===== src/rtl/control_sequencer_if.sv =====
// Bus between the hardwired control sequencer and the single-bus datapath.
// The sequencer side (master) receives IR and Stop and drives every strobe.
interface control_sequencer_if #(
    parameter int unsigned CNT_W = 16
);
    logic [31:0]      IR;
    logic             Stop;

    // Fetch strobes
    logic             PCout;
    logic             PCin;
    logic             IncPC;
    logic             MARin;
    logic             Read;
    logic             MDRin;
    logic             MDRout;
    logic             IRin;

    // ALU / result strobes
    logic             Yin;
    logic             Zin;
    logic             ZLOout;
    logic             ZHIout;
    logic             HIin;
    logic             LOin;

    // Select-and-encode controls
    logic             Gra;
    logic             Grb;
    logic             Grc;
    logic             Rin;
    logic             Rout;

    logic [4:0]       alu_op;
    logic             Run;
    logic [CNT_W-1:0] instr_count;

    modport master (
        input  IR, Stop,
        output PCout, PCin, IncPC, MARin, Read, MDRin, MDRout, IRin,
        output Yin, Zin, ZLOout, ZHIout, HIin, LOin,
        output Gra, Grb, Grc, Rin, Rout,
        output alu_op, Run, instr_count
    );

    modport slave (
        output IR, Stop,
        input  PCout, PCin, IncPC, MARin, Read, MDRin, MDRout, IRin,
        input  Yin, Zin, ZLOout, ZHIout, HIin, LOin,
        input  Gra, Grb, Grc, Rin, Rout,
        input  alu_op, Run, instr_count
    );
endinterface


===== src/rtl/control_sequencer.sv =====
// Hardwired Moore control unit: fetch (T0-T2), decode at the end of T2, then
// execute (T3-T6) per instruction class. All outputs are registered, decoded
// from the next state so they hold glitch-free for the whole state cycle.
module control_sequencer #(
    parameter int unsigned CNT_W = 16
) (
    input  logic                Clock,
    input  logic                Reset,
    control_sequencer_if.master bus
);

    typedef enum logic [3:0] {
        StRst, StT0, StT1, StT2, StT3, StT4, StT5, StT6, StHalt
    } state_e;

    typedef enum logic [2:0] {
        ClsNop, Cls3r, ClsMd, ClsUn, ClsHalt
    } op_class_e;

    typedef struct packed {
        logic pc_out;
        logic pc_in;
        logic inc_pc;
        logic mar_in;
        logic read;
        logic mdr_in;
        logic mdr_out;
        logic ir_in;
        logic y_in;
        logic z_in;
        logic zlo_out;
        logic zhi_out;
        logic hi_in;
        logic lo_in;
        logic gra;
        logic grb;
        logic grc;
        logic r_in;
        logic r_out;
    } strobes_t;

    // Unlisted opcodes fall through to ClsNop.
    function automatic op_class_e classify(input logic [4:0] op);
        case (op)
            5'b00011, 5'b00100, 5'b00101, 5'b00110: classify = Cls3r;
            5'b01111, 5'b10000:                     classify = ClsMd;
            5'b10001, 5'b10010:                     classify = ClsUn;
            5'b11011:                               classify = ClsHalt;
            default:                                classify = ClsNop;
        endcase
    endfunction

    state_e           state_q, state_d;
    logic [4:0]       op_q, op_d;
    logic [CNT_W-1:0] count_q, count_d;
    strobes_t         strb_q, strb_d;
    logic [4:0]       alu_op_q, alu_op_d;
    logic             run_q, run_d;
    logic             retire;
    op_class_e        cls_q, cls_d;

    assign cls_q = classify(op_q);
    assign cls_d = classify(op_d);

    // Next state, opcode latch and retirement counter.
    always_comb begin
        state_d = state_q;
        op_d    = op_q;
        count_d = count_q;
        retire  = 1'b0;
        unique case (state_q)
            StRst:  state_d = StT0;
            StT0:   state_d = StT1;
            StT1:   state_d = StT2;
            StT2: begin
                // Opcode is captured here so execute does not depend on IR afterwards.
                op_d = bus.IR[31:27];
                unique case (classify(bus.IR[31:27]))
                    Cls3r, ClsMd, ClsUn: state_d = StT3;
                    ClsHalt:             state_d = StHalt;
                    default:             retire  = 1'b1;
                endcase
            end
            StT3:   state_d = StT4;
            StT4: begin
                if (cls_q == ClsUn) begin
                    retire = 1'b1;
                end else begin
                    state_d = StT5;
                end
            end
            StT5: begin
                if (cls_q == Cls3r) begin
                    retire = 1'b1;
                end else begin
                    state_d = StT6;
                end
            end
            StT6:   retire  = 1'b1;
            StHalt: state_d = StHalt;
            default: state_d = StRst;
        endcase
        // Stop only matters on an instruction boundary.
        if (retire) begin
            count_d = count_q + 1'b1;
            state_d = bus.Stop ? StHalt : StT0;
        end
    end

    // Output decode for the state about to be entered.
    always_comb begin
        strb_d   = '0;
        alu_op_d = '0;
        run_d    = !(state_d inside {StRst, StHalt});
        unique case (state_d)
            StT0: begin
                strb_d.pc_out = 1'b1;
                strb_d.mar_in = 1'b1;
                strb_d.inc_pc = 1'b1;
                strb_d.z_in   = 1'b1;
            end
            StT1: begin
                strb_d.zlo_out = 1'b1;
                strb_d.pc_in   = 1'b1;
                strb_d.read    = 1'b1;
                strb_d.mdr_in  = 1'b1;
            end
            StT2: begin
                strb_d.mdr_out = 1'b1;
                strb_d.ir_in   = 1'b1;
            end
            StT3: begin
                case (cls_d)
                    Cls3r: begin
                        strb_d.grb   = 1'b1;
                        strb_d.r_out = 1'b1;
                        strb_d.y_in  = 1'b1;
                    end
                    ClsMd: begin
                        strb_d.gra   = 1'b1;
                        strb_d.r_out = 1'b1;
                        strb_d.y_in  = 1'b1;
                    end
                    ClsUn: begin
                        strb_d.grb   = 1'b1;
                        strb_d.r_out = 1'b1;
                        strb_d.z_in  = 1'b1;
                        alu_op_d     = op_d;
                    end
                    default: ;
                endcase
            end
            StT4: begin
                case (cls_d)
                    Cls3r: begin
                        strb_d.grc   = 1'b1;
                        strb_d.r_out = 1'b1;
                        strb_d.z_in  = 1'b1;
                        alu_op_d     = op_d;
                    end
                    ClsMd: begin
                        strb_d.grb   = 1'b1;
                        strb_d.r_out = 1'b1;
                        strb_d.z_in  = 1'b1;
                        alu_op_d     = op_d;
                    end
                    ClsUn: begin
                        strb_d.zlo_out = 1'b1;
                        strb_d.gra     = 1'b1;
                        strb_d.r_in    = 1'b1;
                    end
                    default: ;
                endcase
            end
            StT5: begin
                if (cls_d == Cls3r) begin
                    strb_d.zlo_out = 1'b1;
                    strb_d.gra     = 1'b1;
                    strb_d.r_in    = 1'b1;
                end else begin
                    strb_d.zlo_out = 1'b1;
                    strb_d.lo_in   = 1'b1;
                end
            end
            StT6: begin
                strb_d.zhi_out = 1'b1;
                strb_d.hi_in   = 1'b1;
            end
            default: ;
        endcase
    end

    // State and registered outputs; synchronous reset aborts any instruction.
    always_ff @(posedge Clock) begin
        if (Reset) begin
            state_q  <= StRst;
            op_q     <= '0;
            count_q  <= '0;
            strb_q   <= '0;
            alu_op_q <= '0;
            run_q    <= 1'b0;
        end else begin
            state_q  <= state_d;
            op_q     <= op_d;
            count_q  <= count_d;
            strb_q   <= strb_d;
            alu_op_q <= alu_op_d;
            run_q    <= run_d;
        end
    end

    assign bus.PCout       = strb_q.pc_out;
    assign bus.PCin        = strb_q.pc_in;
    assign bus.IncPC       = strb_q.inc_pc;
    assign bus.MARin       = strb_q.mar_in;
    assign bus.Read        = strb_q.read;
    assign bus.MDRin       = strb_q.mdr_in;
    assign bus.MDRout      = strb_q.mdr_out;
    assign bus.IRin        = strb_q.ir_in;
    assign bus.Yin         = strb_q.y_in;
    assign bus.Zin         = strb_q.z_in;
    assign bus.ZLOout      = strb_q.zlo_out;
    assign bus.ZHIout      = strb_q.zhi_out;
    assign bus.HIin        = strb_q.hi_in;
    assign bus.LOin        = strb_q.lo_in;
    assign bus.Gra         = strb_q.gra;
    assign bus.Grb         = strb_q.grb;
    assign bus.Grc         = strb_q.grc;
    assign bus.Rin         = strb_q.r_in;
    assign bus.Rout        = strb_q.r_out;
    assign bus.alu_op      = alu_op_q;
    assign bus.Run         = run_q;
    assign bus.instr_count = count_q;

endmodule


===== src/flat_wrapper.sv =====
// flat-port wrapper written by rule: the top's interface ports become plain ports
module control_sequencer_flat 
#(
    parameter int unsigned CNT_W = 16
)
  (Clock, Reset, bus_IR, bus_Stop, bus_PCout, bus_PCin, bus_IncPC, bus_MARin, bus_Read, bus_MDRin, bus_MDRout, bus_IRin, bus_Yin, bus_Zin, bus_ZLOout, bus_ZHIout, bus_HIin, bus_LOin, bus_Gra, bus_Grb, bus_Grc, bus_Rin, bus_Rout, bus_alu_op, bus_Run, bus_instr_count);
  control_sequencer_if #(.CNT_W(CNT_W)) bus_i ();
  input  logic Clock;
  input  logic Reset;
  input wire logic [$bits(bus_i.IR)-1:0] bus_IR;
  input wire logic [$bits(bus_i.Stop)-1:0] bus_Stop;
  output wire logic [$bits(bus_i.PCout)-1:0] bus_PCout;
  output wire logic [$bits(bus_i.PCin)-1:0] bus_PCin;
  output wire logic [$bits(bus_i.IncPC)-1:0] bus_IncPC;
  output wire logic [$bits(bus_i.MARin)-1:0] bus_MARin;
  output wire logic [$bits(bus_i.Read)-1:0] bus_Read;
  output wire logic [$bits(bus_i.MDRin)-1:0] bus_MDRin;
  output wire logic [$bits(bus_i.MDRout)-1:0] bus_MDRout;
  output wire logic [$bits(bus_i.IRin)-1:0] bus_IRin;
  output wire logic [$bits(bus_i.Yin)-1:0] bus_Yin;
  output wire logic [$bits(bus_i.Zin)-1:0] bus_Zin;
  output wire logic [$bits(bus_i.ZLOout)-1:0] bus_ZLOout;
  output wire logic [$bits(bus_i.ZHIout)-1:0] bus_ZHIout;
  output wire logic [$bits(bus_i.HIin)-1:0] bus_HIin;
  output wire logic [$bits(bus_i.LOin)-1:0] bus_LOin;
  output wire logic [$bits(bus_i.Gra)-1:0] bus_Gra;
  output wire logic [$bits(bus_i.Grb)-1:0] bus_Grb;
  output wire logic [$bits(bus_i.Grc)-1:0] bus_Grc;
  output wire logic [$bits(bus_i.Rin)-1:0] bus_Rin;
  output wire logic [$bits(bus_i.Rout)-1:0] bus_Rout;
  output wire logic [$bits(bus_i.alu_op)-1:0] bus_alu_op;
  output wire logic [$bits(bus_i.Run)-1:0] bus_Run;
  output wire logic [$bits(bus_i.instr_count)-1:0] bus_instr_count;
  assign bus_i.IR = bus_IR;
  assign bus_i.Stop = bus_Stop;
  assign bus_PCout = bus_i.PCout;
  assign bus_PCin = bus_i.PCin;
  assign bus_IncPC = bus_i.IncPC;
  assign bus_MARin = bus_i.MARin;
  assign bus_Read = bus_i.Read;
  assign bus_MDRin = bus_i.MDRin;
  assign bus_MDRout = bus_i.MDRout;
  assign bus_IRin = bus_i.IRin;
  assign bus_Yin = bus_i.Yin;
  assign bus_Zin = bus_i.Zin;
  assign bus_ZLOout = bus_i.ZLOout;
  assign bus_ZHIout = bus_i.ZHIout;
  assign bus_HIin = bus_i.HIin;
  assign bus_LOin = bus_i.LOin;
  assign bus_Gra = bus_i.Gra;
  assign bus_Grb = bus_i.Grb;
  assign bus_Grc = bus_i.Grc;
  assign bus_Rin = bus_i.Rin;
  assign bus_Rout = bus_i.Rout;
  assign bus_alu_op = bus_i.alu_op;
  assign bus_Run = bus_i.Run;
  assign bus_instr_count = bus_i.instr_count;
  control_sequencer #(.CNT_W(CNT_W)) u_core (.Clock(Clock), .Reset(Reset), .bus(bus_i));
endmodule

===== config.mk =====
export PLATFORM = sky130hd
export DESIGN_NAME = control_sequencer_flat
export DESIGN_NICKNAME = d
export VERILOG_FILES = /design/src/rtl/control_sequencer_if.sv /design/src/rtl/control_sequencer.sv /design/src/flat_wrapper.sv
export SDC_FILE = /design/constraint.sdc
export NUM_CORES = 1
export LEC_CHECK = 0
export ABC_AREA = 0
export CAP_MARGIN = 0
export CORE_MARGIN = 5
export CORE_UTILIZATION = 59
export CTS_BUF_LIST = sky130_fd_sc_hd__clkbuf_16
export DETAILED_ROUTE_END_ITERATION = 8
export DONT_BUFFER_PORTS = 1
export GPL_TIMING_DRIVEN = 0
export PLACE_DENSITY_LB_ADDON = 0.15
export SYNTH_ARGS = -nofsm -noshare
export SYNTH_HDL_FRONTEND = slang
export SYNTH_SLANG_ARGS = --single-unit

===== constraint.sdc =====
create_clock -name Clock -period 3.75 [get_ports Clock]
set_input_delay 0.75 -clock Clock [delete_from_list [all_inputs] [get_ports Clock]]
set_output_delay 0.75 -clock Clock [all_outputs]
set_load 0.01 [all_outputs]

; ---- Word-level counts from Yosys, hierarchy flattened
; Memory sizes are Yosys's and may differ from the RTL's. A register that Yosys moved wholly into a read port is not among the register bits.
; Cells that the tools add are included.
[op_classes]
add_sub_neg = 1
eq_ne = 25
n_mux = 35
bitwise_logic = 3
n_reduce_logical = 13
[ops]
columns = operator, n
row1 = $pmux W4 S9, 1
row2 = $eq A4 B3 Y1 const B, 8
row3 = $mux W5, 4
row4 = $add A16 B1 Y16 const B, 1
row5 = $eq A4 B2 Y1 const B, 4
row6 = $mux W4, 4
row7 = $eq A3 B2 Y1 const B, 5
row8 = $mux W1, 12
row9 = $reduce_or A2 Y1, 6
row10 = $pmux W5 S2, 1
row11 = $eq A3 B1 Y1 const B, 3
row12 = $eq A4 B1 Y1 const B, 2
row13 = $eq A4 B4 Y1 const B, 2
row14 = $logic_not A4 Y1, 2
row15 = $mux W2, 4
row16 = $pmux W1 S2, 4
row17 = $pmux W4 S2, 1
row18 = $pmux W1 S3, 2
row19 = $reduce_or A3 Y1, 2
row20 = $pmux W1 S4, 1
row21 = $reduce_or A4 Y1, 1
row22 = $eq A3 B3 Y1 const B, 1
row23 = $mux W3, 1
row24 = $not A1 Y1, 3
row25 = other kinds (2), 2
[totals]
ff_bits = 50
mem_bits_ro = 288
inputBits = 35
output_inout_bits = 41
wordCells = 104
memories = 3
[memory_table]
columns = name, words, width, read_ports, rd_clocked_by_memory_dff, write_ports, line
row1 = (name not given), 32, 3, 1, 0, 0, control_sequencer.sv:44  ; case (op)
row2 = (name not given), 32, 3, 1, 0, 0, control_sequencer.sv:44
row3 = (name not given), 32, 3, 1, 1, 0, control_sequencer.sv:44

; ---- Logic depth before layout (Yosys ltp)
[depth]
ltp_word = 10
depth_mapped = 12
ltp_nobuf = 10

; ---- Worst setup path after synthesis
; Ideal clock, no wire load.
[synth_path]
kind = register to register
from = register u_core.state_q[3]
to = register u_core.strb_q, in the netlist u_core.bus.Gra
setup_time_ns = 0.091
arrival_ns = 2.514
required_time_ns = 3.659
setup_slack_ns = 1.145
path_stages_with_launch = 12
path_buffers = 2
period_less_slack_ns = 2.605
cell_sequence = dfxtp_1 -> buf_6 -> and4bb_1 -> buf_4 -> mux2i_1 -> inv_1 -> ha_1 -> a2111oi_0 -> mux2i_1 -> a21boi_0 -> nand3b_1 -> a311oi_1
[synth_between]
elab_chain_len = 6
word_cells_on_any_way = 27
cone_classes = eq/ne: 14 / mux: 11 / reduce/logical: 1 / memory: 1
[synth_lines]
columns = element, line
row1 = start: declaration, control_sequencer.sv:53  ; state_e state_q, state_d;
row2 = start signal: assignment, control_sequencer.sv:196  ; state_q <= StRst;
row3 = start signal: assignment, control_sequencer.sv:203  ; state_q <= state_d;
row4 = $eq A4 B2 Y1 (*), control_sequencer.sv:71  ; unique case (state_q)
row5 = $mux W5 (*), control_sequencer.sv:71
row6 = named net u_core.op_d[0], control_sequencer.sv:54  ; logic [4:0] op_q, op_d;
row7 = $mem_v2 Z32 W3 (*), n/a
row8 = $eq A3 B1 Y1 (tied with other cells), control_sequencer.sv:176  ; if (cls_d == Cls3r) begin
row9 = $mux W1 (on tied branches), "control_sequencer.sv:176, control_sequencer.sv:133, control_sequencer.sv:154"
row10 = $pmux W1 S3 (*), control_sequencer.sv:115  ; unique case (state_d)
row11 = end signal: assignment, control_sequencer.sv:206  ; strb_q <= strb_d;
row12 = end: declaration, control_sequencer.sv:56  ; strobes_t strb_q, strb_d;
; The timed path passes the listed nets; every way through them passes the cells marked *.
; A chain may end at the register's enable or synchronous reset.

; ---- Final worst setup path
[layout_path]
from = register u_core.state_q[1]
to = register u_core.strb_q, in the netlist u_core.bus.Gra
; Same word-level chain as after synthesis.

==> run_results.csv <==
group,metric,value,unit
die,dieArea,5416,sq um
layout,area_growth,9.649,%
worst_setup_path,slowest_delay,430,ps
layout,stdcell_count,336,
power,power.density,444.8,nW/um^2
clock_network,clk-insertion-delay-late,290,ps
die,ioPinCount,76,
global_route,first_global_vias,1872,
worst_setup_path,critical_path.slowest_cell,"a2111oi_0",
worst_setup_path,crit_fanout,9,
die,fp-row-count,23,
timing,fin_hold_ws,577.9,ps
synthesis,synth_area_leaders,"dfxtp_1 39%, nor2_1 8.3%, xor2_1 4.8%",
timing,timing.final.crit_share,0.8455,
clock_network,cts_resized,0,
worst_setup_path,worstPathCellList,"buf_2, and4bb_1, buf_4, mux2i_1, inv_1, ha_1, a2111oi_0, mux2i_1, a21boi_0, nand3b_1, a311oi_1",
outcome,outcome,"finished, final reports clean",
timing,tightest_slew,606.7,ps
drt,detailroute.via_count,1927,
worst_setup_path,critical_path_arrival,3360,ps
clock_network,postCtsHoldBufs,0,
worst_hold_path,hold_class,"flop to flop",
synthesis,ys_warn_count,0,
synthesis,yosys.area_share.adder,0.03146,
global_route,antenna_found_initial,0,
clock_network,ctsRootBufferMaster,"clkbuf_16",
worst_setup_path,timing.rr.start,"u_core.state_q[1]",
global_route,grt_usage,0.2022,
drt,routed_via_density,5.735,
synthesis,synth-main-ff-cell,"dfxtp_1",
layout,antennaDiodeCount,0,
synthesis,synth_edf_count,0,
synthesis,ys_seq_elements,47,
placed_design,placed_cell_area,2449,sq um
worst_setup_path,required,3940,ps
power,leakage,1.079,nW
worst_setup_path,crit_buf_inv,3,
timing,final.setup.tns,0,ps
synthesis,synth_xor_area_frac,0.05139,
power,finalPower,1.164,mW
layout,fin_area,2616,sq um
clock_network,htree_num_levels,2,
drt,drt-wirelength-per-cell,15.26,microns
synthesis,netlist.area_leader.share,0.3943,
synthesis,netlist_instances,278,
synthesis,async_flop_share,0,
timing,max_freq,0.3154,GHz
layout,drive_above_1_share,0.1224,
clock_network,cts_tree,"done",
layout,nNetsFinal,326,
clock_network,numCtsBuffers,5,
clock_network,path_clk_slew,60,ps
layout,fin_util,0.6588,
worst_setup_path,critPathKind,"flop to flop",
synthesis,netlist_area,2386,sq um
synthesis,syn-num-nets,319,
flow_run,maxCapViolations,0,
synthesis,yosys-mux-area-fraction,0.03356,
synthesis,synth-simple-area-share,0.2842,
worst_setup_path,crit_path_end_kind,"flop",
timing,setup_viol_count_final,0,
worst_setup_path,path_delay_family,"compound AO/OA/AOI/OAI gates",
drt,finalWirelength,5.129,mm
synthesis,syn_avg_cell_area,8.583,sq um
global_route,grt_max_degree,16,
drt,drtAntennaViolNets,0,
drt,drc,0,
timing,timing.slew.headroom,0.5947,
synthesis,synth.distinct_cells,53,
worst_setup_path,crit_path_start_kind,"flop",
timing,drv_slew,0,
worst_hold_path,min-delay-start,"u_core.op_q[1]",
global_route,globalRouteOverflowTotal,0,
synthesis,synth_seq_area_share,0.3943,
clock_network,cts_sinks,47,
placed_design,post-place-ws,617.0,ps
synthesis,yosys.area.top_type,"dfxtp_1",
placed_design,hpwl,3.818,mm
timing,rsz0062_at_grt,"false",
timing,hold_viol_final,0,
drt,drtIter0Drc,141,
drt,dr.pass1.iters,5,
global_route,grt_pass1_wl,8.424,mm
timing,setup_slack,579.3,ps
clock_network,clockBufferDepth,2,
clock_network,postCtsSetupBuffers,0,
power,ir_drop,277.2,uV
placed_design,port_buffers,0,
timing,skew,7.737,ps
worst_setup_path,crit_top_cell,"mux2i_1",
synthesis,synth_top_family_by_area,"simple AND/OR/NAND/NOR gates",
synthesis,synth_compound_area_frac,0.1348,
timing,period_minus_slack,3171,ps
placed_design,gp_congestion,0.8924,
synthesis,yosys-top-cells-count,"53 x nor2_1, 47 x dfxtp_1, 15 x a21oi_1",
die,core_area,3971,sq um
placed_design,dp_cells,328,
die,fp.dieW,73.60,microns
die,initial_core_util,0.6008,
synthesis,yosysMostFrequentCell,"nor2_1",
die,die_h,73.60,microns
worst_setup_path,startpoint,"u_core.state_q[1]",
logic make-up (layout without fill, tap and decap cells):
| kind of cell | Yosys count | count (layout) |
|---|---|---|
| muxes | 8 | 8 |
| AOI/OAI and AO/OA | 43 | 43 |
| DFF | 47 | 47 |
| adders and majority gates | 6 | 6 |
| and+or+nand+nor | 129 | 129 |
| buffers and inverters | 31 | 39 |
| xor gates and xnor gates | 14 | 14 |
report_power, final:
part / leakage (nW) / internal, mW / switching (mW) / total [mW]
combinational: 0.616 / 0.0556 / 0.0846 / 0.140
sequential: 0.381 / 0.515 / 0.0143 / 0.529
clock: 0.0818 / 0.314 / 0.180 / 0.495
state kept, by name, indices dropped and copies added, names as in the netlist, 3 cells and up:
register and cells:
u_core.state_q 4, u_core.op_q 5, u_core.cls_q 3, u_core.bus.instr_count 16, u_core.bus.alu_op 5
path summary, 6_finish.rpt:
kind | endpoint | slack (ps) | depth (start not counted)
worst max register to register | u_core.bus.Gra | 580 | 11
worst max-delay path | u_core.bus.Gra | 580 | 11
worst min-delay path | u_core.op_q[1] | 580 | 2
worst min register to register | u_core.op_q[1] | 580 | 2
layer usage:
metal | GRT usage | vias up | part of all wire
met5 | 0 | - | 0
met4 | 0.08853 | 0 | 0.0088
met3 | 0.04514 | 7 | 0.070
met2 | 0.3219 | 53 | 0.47
met1 | 0.2610 | 883 | 0.46
li1 | - | 984 | -
worst min-delay path, delay by kind of cell (launching register included):
family / cells / cell delay [ps]
flops: 1 / 310
mux: 1 / 130
simple gates: 1 / 110
area by class of cell:
class / instances / area, sq um
Clock inverter: 3 / 42.54
Sequential cell: 47 / 940.9
Buffer: 21 / 130.1
Fill cell: 342 / 1355
Tap cell: 50 / 62.56
Inverter: 10 / 37.54
Multi-Input combinational cell: 200 / 1277
Clock buffer: 5 / 125.1
cells in the final DEF, fill, tap and decap left out, drive strengths merged, types with 2 or more instances in the layout:
master   instances
a2111oi          3
nor3b            2
clkbuf           9
a211o            3
a21oi           15
nand2b           6
and2             2
buf             17
nand4bb          2
mux2i            8
nand4b           3
dfxtp           47
or3b             3
a21boi           2
and3             7
or3              5
a31oi            3
ha               6
nand4            8
inv             11
nor2            53
o21ai            7
nor3             8
xor2            13
o21bai           2
a311oi           2
nand3            7
nand2           14
No activity file was read; power rests on OpenSTA's default activity.
